==> config.mk <==
export PLATFORM = sky130hd
export DESIGN_NAME = recebe_time_nivel2
export DESIGN_NICKNAME = d
export VERILOG_FILES = /design/src/rtl/time_pkg.sv /design/src/rtl/bcd_dec_digit.sv /design/src/rtl/recebe_time_nivel2.sv
export SDC_FILE = /design/constraint.sdc
export NUM_CORES = 1
export LEC_CHECK = 0
export ABC_AREA = 1
export CAP_MARGIN = 20
export CORE_UTILIZATION = 25
export CTS_CLUSTER_DIAMETER = 100
export CTS_CLUSTER_SIZE = 10
export DETAILED_ROUTE_END_ITERATION = 16
export DONT_BUFFER_PORTS = 1
export PLACE_DENSITY_LB_ADDON = 0.3
export SLEW_MARGIN = 40
export SYNTH_ARGS = -nofsm -noshare
export SYNTH_HDL_FRONTEND = slang
export SYNTH_SLANG_ARGS = --single-unit
==> constraint.sdc <==
create_clock -name clk -period 2.7 [get_ports clk]
set_input_delay 0.405 -clock clk [delete_from_list [all_inputs] [get_ports clk]]
set_output_delay 0.405 -clock clk [all_outputs]
set_load 0.01 [all_outputs]
==> src/rtl/time_pkg.sv <==
// time_pkg: shared BCD widths, FSM state encoding and a BCD increment helper for the time-entry block.
package time_pkg;
  localparam int BCD_W = 4;
  localparam logic [BCD_W-1:0] BCD_MAX = 4'd9;
  localparam logic [1:0] ST_IDLE = 2'd0;
  localparam logic [1:0] ST_RUN  = 2'd1;
  localparam logic [1:0] ST_DONE = 2'd2;
  function automatic logic [7:0] bcd_inc2(input logic [7:0] v);
    return (v[3:0] == BCD_MAX) ? {v[7:4] + 4'd1, 4'd0} : {v[7:4], v[3:0] + 4'd1};
  endfunction
endpackage

==> src/rtl/bcd_dec_digit.sv <==
// bcd_dec_digit: one BCD countdown digit; borrows out and reloads wrap_i when decremented from zero.
module bcd_dec_digit
  import time_pkg::*;
(
  input  logic             en_i,
  input  logic [BCD_W-1:0] val_i,
  input  logic [BCD_W-1:0] wrap_i,
  output logic [BCD_W-1:0] val_o,
  output logic             bout_o
);
  assign bout_o = en_i & (val_i == '0);
  assign val_o  = !en_i ? val_i : bout_o ? wrap_i : val_i - 4'd1;
endmodule

==> src/rtl/recebe_time_nivel2.sv <==
// recebe_time_nivel2: keypad MM:SS entry register with 1 Hz countdown and completion flag.
// NORMALIZE_SEC_EN: fold seconds >= 60 into minutes when a run starts.
module recebe_time_nivel2
  import time_pkg::*;
#(
  parameter logic [BCD_W-1:0] SEC_TENS_WRAP = 4'd5,
  parameter bit               SYNC_IN       = 1'b1
) (
  input  logic             clk,
  input  logic             clear,
  input  logic [BCD_W-1:0] D,
  input  logic             loadn,
  input  logic             pgt_1Hz,
  input  logic             startn,
  input  logic             stopn,
  output logic [BCD_W-1:0] min_t,
  output logic [BCD_W-1:0] min_u,
  output logic [BCD_W-1:0] sec_t,
  output logic [BCD_W-1:0] sec_u,
  output logic             running,
  output logic             done
);
  logic [BCD_W-1:0] d_s;
  logic loadn_s, pgt_s, loadn_h_q, pgt_h_q, fall, rise;
  logic [1:0] st_q, st_d;
  logic [15:0] val_q, val_d, dec;
  logic [3:0] bout;
  if (SYNC_IN) begin : g_sync
    logic [BCD_W-1:0] d_q;
    logic loadn_q, pgt_q;
    always_ff @(posedge clk) begin
      if (clear) begin
        d_q <= '0;
        loadn_q <= 1'b1;
        pgt_q <= 1'b0;
      end else begin
        d_q <= D;
        loadn_q <= loadn;
        pgt_q <= pgt_1Hz;
      end
    end
    assign d_s = d_q;
    assign loadn_s = loadn_q;
    assign pgt_s = pgt_q;
  end else begin : g_direct
    assign d_s = D;
    assign loadn_s = loadn;
    assign pgt_s = pgt_1Hz;
  end
  assign fall = loadn_h_q & ~loadn_s;
  assign rise = ~pgt_h_q & pgt_s;
  // Countdown chain: seconds units borrow into tens, tens into minutes units, and so on.
  bcd_dec_digit u_su (.en_i(st_q == ST_RUN && rise), .val_i(val_q[3:0]), .wrap_i(BCD_MAX),
                      .val_o(dec[3:0]), .bout_o(bout[0]));
  bcd_dec_digit u_st (.en_i(bout[0]), .val_i(val_q[7:4]), .wrap_i(SEC_TENS_WRAP),
                      .val_o(dec[7:4]), .bout_o(bout[1]));
  bcd_dec_digit u_mu (.en_i(bout[1]), .val_i(val_q[11:8]), .wrap_i(BCD_MAX),
                      .val_o(dec[11:8]), .bout_o(bout[2]));
  bcd_dec_digit u_mt (.en_i(bout[2]), .val_i(val_q[15:12]), .wrap_i(BCD_MAX),
                      .val_o(dec[15:12]), .bout_o(bout[3]));
  always_comb begin
    st_d = st_q;
    val_d = val_q;
    if (!stopn) begin
      st_d = ST_IDLE;
      val_d = (st_q == ST_IDLE) ? '0 : val_q;
    end else if (!startn && st_q == ST_IDLE && val_q != '0) begin
      st_d = ST_RUN;
`ifdef NORMALIZE_SEC_EN
      if (val_q[7:4] >= 4'd6 && val_q[15:8] != 8'h99)
        val_d = {bcd_inc2(val_q[15:8]), val_q[7:4] - 4'd6, val_q[3:0]};
`endif
    end else if (st_q == ST_RUN && rise) begin
      val_d = dec;
      st_d = (dec == '0) ? ST_DONE : ST_RUN;
    end else if (st_q != ST_RUN && fall && d_s <= BCD_MAX) begin
      val_d = {val_q[11:0], d_s};
      st_d = ST_IDLE;
    end
  end
  always_ff @(posedge clk) begin
    if (clear) begin
      st_q <= ST_IDLE;
      val_q <= '0;
      loadn_h_q <= 1'b1;
      pgt_h_q <= 1'b0;
    end else begin
      st_q <= st_d;
      val_q <= val_d;
      loadn_h_q <= loadn_s;
      pgt_h_q <= pgt_s;
    end
  end
  assign {min_t, min_u, sec_t, sec_u} = val_q;
  assign running = (st_q == ST_RUN);
  assign done = (st_q == ST_DONE);
endmodule

==> impl_metrics.json, run 1 <==
{
  "outcome": "finished, final reports clean",
  "cts_sinks": 26,
  "n_antenna_cell": 0,
  "postCtsSetupRepairBufs": 0,
  "htreeDepth": 1,
  "hold_buffers": 0,
  "max-cap-violations": 0,
  "swShare_pct": 23.2,
  "clock_skew_ns": 0.00306,
  "cpPeakStageDelay_ns": 0.37,
  "crit_top_cell": "inv_1",
  "syn-num-nets": 311,
  "ys_seq_area_share_pct": 28.0,
  "drc": 0,
  "top_usage_layer": "met2",
  "rows": 31,
  "synthAdderAreaFrac_pct": 4.04,
  "ir_worst_vdd_mv": 0.148,
  "crit_chain": "inv_1, ha_1, nand3_1, nor2_4, nand3_2, nand2_2, nand3_4, inv_1, o211ai_1, a21oi_1",
  "dieHeight_um": 88.2,
  "worstPathRequired_ns": 2.92,
  "grt_use_met2_pct": 23.6,
  "arrival_ns": 2.41,
  "clk_pin_slew_ns": 0.10,
  "p_leak_nw": 0.912,
  "ios": 28,
  "p_per_area_mw_per_mm2": 391,
  "numCtsBuffers": 3,
  "grt_pass1_vias": 1741,
  "p_seq_share_pct": 50.3,
  "synth_top_area_share_pct": 28.0,
  "synth_top_family_by_area": "simple AND/OR/NAND/NOR gates",
  "core_area_mm2": 0.00721,
  "hold_violations": 0,
  "die_area_mm2": 0.00778,
  "place.gp.congestion": 0.826,
  "setup_tns_ns": 0,
  "start_util_pct": 25.8,
  "synthXorXnorAreaFrac_pct": 1.41,
  "cts-root-buf": "clkbuf_8",
  "vias": 1784,
  "syn-cell-area_mm2": 0.00186,
  "grtUsageMet3_pct": 2.61,
  "post_cts_resized": 0,
  "die_w_um": 88.2,
  "numPortBuffers": 0,
  "crit_family": "simple AND/OR/NAND/NOR gates",
  "synthSimpleGateAreaFrac_pct": 40.8,
  "cts_tree": "built",
  "crit_path_top_delay_cell": "dfxtp_1",
  "intPower_uw": 603,
  "final_antenna_net_count": 0,
  "crit_type": "reg2reg",
  "ys_async_sr_fraction_pct": 0,
  "grt_pass1_wl_um": 8170,
  "rsz0062_at_grt": "false",
  "yosys.area.top_type": "dfxtp_1",
  "critPathCaptureType": "register",
  "post-dp-hpwl_um": 3440,
  "synth_mux_area_share_pct": 0,
  "syn_to_final_growth_pct": 8.15,
  "hold_path_class": "in2reg",
  "synth_edf_count": 0,
  "ys_warn_count": 0,
  "fin_crit_ns": 2.19,
  "period_share_pct": 81.0,
  "crit_buf_inv": 2,
  "power_switching_uw": 183,
  "ys_types": 27,
  "gr-total-overflow": 0,
  "fin_nets": 307,
  "power_frac_comb_pct": 5.9,
  "grt.met1_usage_pct": 16.5,
  "finalWirelength_um": 4730,
  "cp_max_fo": 25,
  "synthCells": 295,
  "ys_ff_latch": 26,
  "relSlewSlack_pct": 75.0,
  "drv_slew": 0,
  "clockBufferDepth": 2,
  "track_usage_pct": 13.3,
  "drive_above_1_share_pct": 9.31,
  "ys.flop_type": "dfxtp_1",
  "grt_max_degree": 26,
  "wl_per_cell_um": 12.2,
  "clock_latency_ns": 0.28,
  "critPathLaunchType": "register",
  "avgSynthCellArea_um2": 6.30,
  "tightest_slew_ns": 0.375,
  "fmax_mhz": 457,
  "synth_compound_area_share_pct": 14.7,
  "vias_per_cell": 4.59,
  "antenna_found_initial": 0,
  "setup_viol": 0,
  "clkPwrFrac_pct": 43.8,
  "synth_area_leaders": "dfxtp_1 (28%), nand2_1 (14%), nand3_1 (8.4%), inv_1 (8.3%), a21oi_1 (7.3%)",
  "drt_first_pass_iters": 4,
  "drt_iter0_drc": 101,
  "holdWs_ns": 0.173
}
## path summary, 6_finish.rpt
path	start	endpoint	slack, ns	cells after the start
hold / removal	clear	val_q[3]$_SDFFE_PP0P_	0.17	1
hold reg to reg	g_sync.pgt_q$_SDFF_PP0_	pgt_h_q$_SDFF_PP0_	0.46	2
setup reg to reg	val_q[8]$_SDFFE_PP0P_	val_q[2]$_SDFFE_PP0P_	0.51	10
setup / recovery	val_q[8]$_SDFFE_PP0P_	val_q[2]$_SDFFE_PP0P_	0.51	10
## final cells by class
cell class                 instances  area, um^2
clock inverter                     1        30.0
sequential                        26         520
tap                               99         124
clock buffer                       3        41.3
fill                             851        5200
inverter                          43         161
multi-input combinational        217        1130
## metal layers
| metal | wire length (um) | share of wire [%] |
|---|---|---|
| met2 | 2240 | 47 |
| met1 | 2190 | 46 |
| met4 | 41 | 0.87 |
| met5 | 0 | 0 |
| met3 | 261 | 5.5 |
## power by group through the flow
stage          Combinational, mW  Sequential [mW]  Clock (mW)
3_3_place_gp              0.0469            0.404           0
5_1_grt                   0.0538            0.396       0.360
2_1_floorplan             0.0439            0.403           0
4_1_cts                   0.0475            0.395       0.346
3_5_place_dp              0.0473            0.404           0
6_report                  0.0467            0.395       0.344
## synthesized netlist by cell type, types with 5 or more instances
cell and number:
o21ai_0 13, nand3_1 31, dfxtp_1 26, a21oi_1 27
inv_1 41, o21ai_1 5, clkbuf_1 6, nor2_1 35
ha_1 6, nand2_1 67
## layout by cell type (no fill, tap or decap), types with 3 or more instances in the layout
cell      Yosys  routed
nand2_1      67      67
inv_1        41      41
dfxtp_1      26      26
nor2_1       35      35
o21ai_1       5       5
clkbuf_8      0       3
nand3_1      31      31
a21oi_1      27      27
nor2_2        3       3
nand4_1       4       4
ha_1          6       6
o211ai_1      4       4
nand2_4       3       3
o21ai_0      13      13
nand2_2       4       4
## sequential cells by signal, summed over array words and instances, names as in the netlist
signal and cells:
st_q 2, val_q 16, g_sync.loadn_q 1, d_s 4, pgt_h_q 1, loadn_h_q 1, g_sync.pgt_q 1
## metrics by stage
step / setup WS [ns] / cell area [um^2] / power, mW / utilization [%] / cells
after global placement: 0.602 / 1940 / 0.451 / 26.9 / 385
after CTS: 0.508 / 2010 / 0.789 / 27.9 / 389
after floorplan: 0.997 / 1860 / 0.447 / - / 295
after detailed placement: 0.544 / 1940 / 0.451 / 26.9 / 385
after global routing: 0.254 / 2010 / 0.810 / 27.9 / 389
final: 0.513 / 2010 / 0.786 / 27.9 / 389
## cell families (layout without fill, tap and decap cells)
logic type	after synthesis	count (layout)
AND/OR/NAND/NOR	157	157
buffers and inverters	52	47
AO/OA/AOI/OAI	51	51
flip-flops	26	26
adder cells (fa/ha/maj)	6	6
XOR/XNOR	3	3
(Power assumes the default switching activity.)
==> inputs of run 2 (changes only) <==
==> constraint.sdc (replaced) <==
create_clock -name clk -period 2.2 [get_ports clk]
set_input_delay 0.33 -clock clk [delete_from_list [all_inputs] [get_ports clk]]
set_output_delay 0.33 -clock clk [all_outputs]
set_load 0.01 [all_outputs]
==> run 2 against run 1 <==
Effect of this change: sequential power grew 23%; final cell count grew 3.1%; count of clock-buffer cells in the layout is the same; non-clock buffer count grew 11; die area is the same; utilization grew 1.5 points; design area grew 5.3%; largest cell class unchanged; largest power group unchanged.
==> impl_metrics.json, run 2 (synthesis gave the netlist of run 1 again) <==
{
  "grt_pass1_wl_um": 8370,
  "final_cell_mix": "nand2_1 (67), inv_1 (40), nor2_1 (35), nand3_1 (31), a21oi_1 (27)",
  "critPathCaptureType": "register",
  "final_antenna_net_count": 0,
  "period_share_pct": 89.6,
  "crit_type": "reg2reg",
  "setup_tns_ns": 0,
  "power_uw": 960,
  "p_seq_share_pct": 50.4,
  "critPathLaunchType": "register",
  "vias": 1832,
  "hold_violations": 0,
  "drt_iter0_drc": 129,
  "clk_pin_slew_ns": 0.10,
  "start_util_pct": 25.8,
  "crit_chain": "inv_1, ha_1, nand2_2, nor2_4, nand3_2, nand2_2, nand3_4, clkinvlp_4, o211ai_1, a21oi_1",
  "multi_input_area_mm2": 0.00115,
  "drive_above_1_share_pct": 13.2,
  "regArea_um2": 520,
  "syn_to_final_growth_pct": 13.9,
  "finalWirelength_um": 5070,
  "max-cap-violations": 0,
  "crit_buf_inv": 2,
  "cts_sinks": 26,
  "swShare_pct": 22.8,
  "p_per_area_mw_per_mm2": 454,
  "p_leak_nw": 0.967,
  "hold_buffers": 0,
  "arrival_ns": 2.18,
  "cp_max_fo": 13,
  "die_area_mm2": 0.00778,
  "numPortBuffers": 0,
  "largest_register_ffs": 16,
  "fin_nets": 319,
  "intPower_uw": 742,
  "crit_family": "simple AND/OR/NAND/NOR gates",
  "tightest_slew_ns": 0.393,
  "postCtsSetupRepairBufs": 0,
  "drc": 0,
  "crit_top_cell": "nand2_2",
  "grt_pass1_vias": 1749,
  "grt_max_degree": 26,
  "cts-root-buf": "clkbuf_8",
  "clock_latency_ns": 0.28,
  "place.gp.congestion": 0.800,
  "outcome": "finished, final reports clean",
  "power_switching_uw": 218,
  "die_w_um": 88.2,
  "power_frac_comb_pct": 6.6,
  "post_cts_resized": 0,
  "gr-total-overflow": 0,
  "top_regs": "val_q x16, d_s x4, st_q x2",
  "htreeDepth": 1,
  "nFillCells": 835,
  "rsz0062_at_grt": "false",
  "cts_tree": "built",
  "vias_per_cell": 4.57,
  "dieHeight_um": 88.2,
  "holdWs_ns": 0.110,
  "core_area_mm2": 0.00721,
  "relSlewSlack_pct": 73.7,
  "top_register": "val_q",
  "numCtsBuffers": 3,
  "wl_per_cell_um": 12.7,
  "final_common_cell": "nand2_1",
  "antenna_found_initial": 0,
  "hold_path_class": "in2reg",
  "fmax_mhz": 507,
  "ir_worst_vdd_mv": 0.228,
  "n_antenna_cell": 0,
  "fin_crit_ns": 1.97,
  "clockBufferDepth": 2,
  "drt_first_pass_iters": 4,
  "drv_slew": 0,
  "cpPeakStageDelay_ns": 0.38,
  "crit_path_top_delay_cell": "dfxtp_1",
  "ios": 28,
  "rows": 31,
  "setup_viol": 0,
  "worstPathRequired_ns": 2.41,
  "post-dp-hpwl_um": 3670,
  "clkPwrFrac_pct": 43.0,
  "clock_skew_ns": 0.00538,
  "track_usage_pct": 13.7
}
run 2: cell count changes in the layout (fill, tap and decap cells not counted):
| cell | change |
|---|---|
| clkinvlp_4 | +1 |
| nor2_2 | -2 |
| nand3_2 | +1 |
| buf_4 | +11 |
| inv_1 | -1 |
| nor2_4 | +2 |
run 2: power groups by stage:
stage / registers, mW / logic, mW / clock network, mW
final: 0.484 / 0.0633 / 0.413
after global routing: 0.485 / 0.0719 / 0.437
after CTS: 0.484 / 0.0607 / 0.422
after detailed placement: 0.495 / 0.0605 / 0
after global placement: 0.495 / 0.0599 / 0
after floorplan: 0.494 / 0.0539 / 0
run 2: per-stage QoR:
step           area (um^2)  setup slack (ns)  utilization (%)  std cells
6_report              2120             0.229             29.3        401
5_1_grt               2120            0.0265             29.3        401
4_1_cts               2090            0.0403             29.0        400
3_5_place_dp          2020            0.0664             28.0        396
3_3_place_gp          2020             0.149             28.0        396
2_1_floorplan         1860             0.497                -        295
run 2: final timing paths:
kind	startpoint	endpoint	slack, ns	cells past startpoint
min	clear	d_s[1]$_SDFF_PP0_	0.11	1
max reg2reg	val_q[4]$_SDFFE_PP0P_	val_q[6]$_SDFFE_PP0P_	0.23	10
max	val_q[4]$_SDFFE_PP0P_	val_q[6]$_SDFFE_PP0P_	0.23	10
min reg2reg	g_sync.loadn_q$_SDFF_PP1_	loadn_h_q$_SDFF_PP1_	0.44	2
run 2: layout make-up:
cell class                      instances  area share, %
Multi-Input combinational cell        218           54.5
Sequential cell                        26           24.6
Inverter                               43           7.81
Tap cell                               99           5.85
Timing Repair Buffer                   11           3.90
Clock buffer                            3           1.95
Clock inverter                          1           1.42
run 2: per-layer routing:
layer  global-route usage, %  part of all wire [%]  vias up
li1                        -                     -      957
met1                    18.0                    46      829
met2                    23.6                    48       44
met3                    2.33                   5.6        2
met4                    2.93                  0.41        0
met5                       0                     0        -
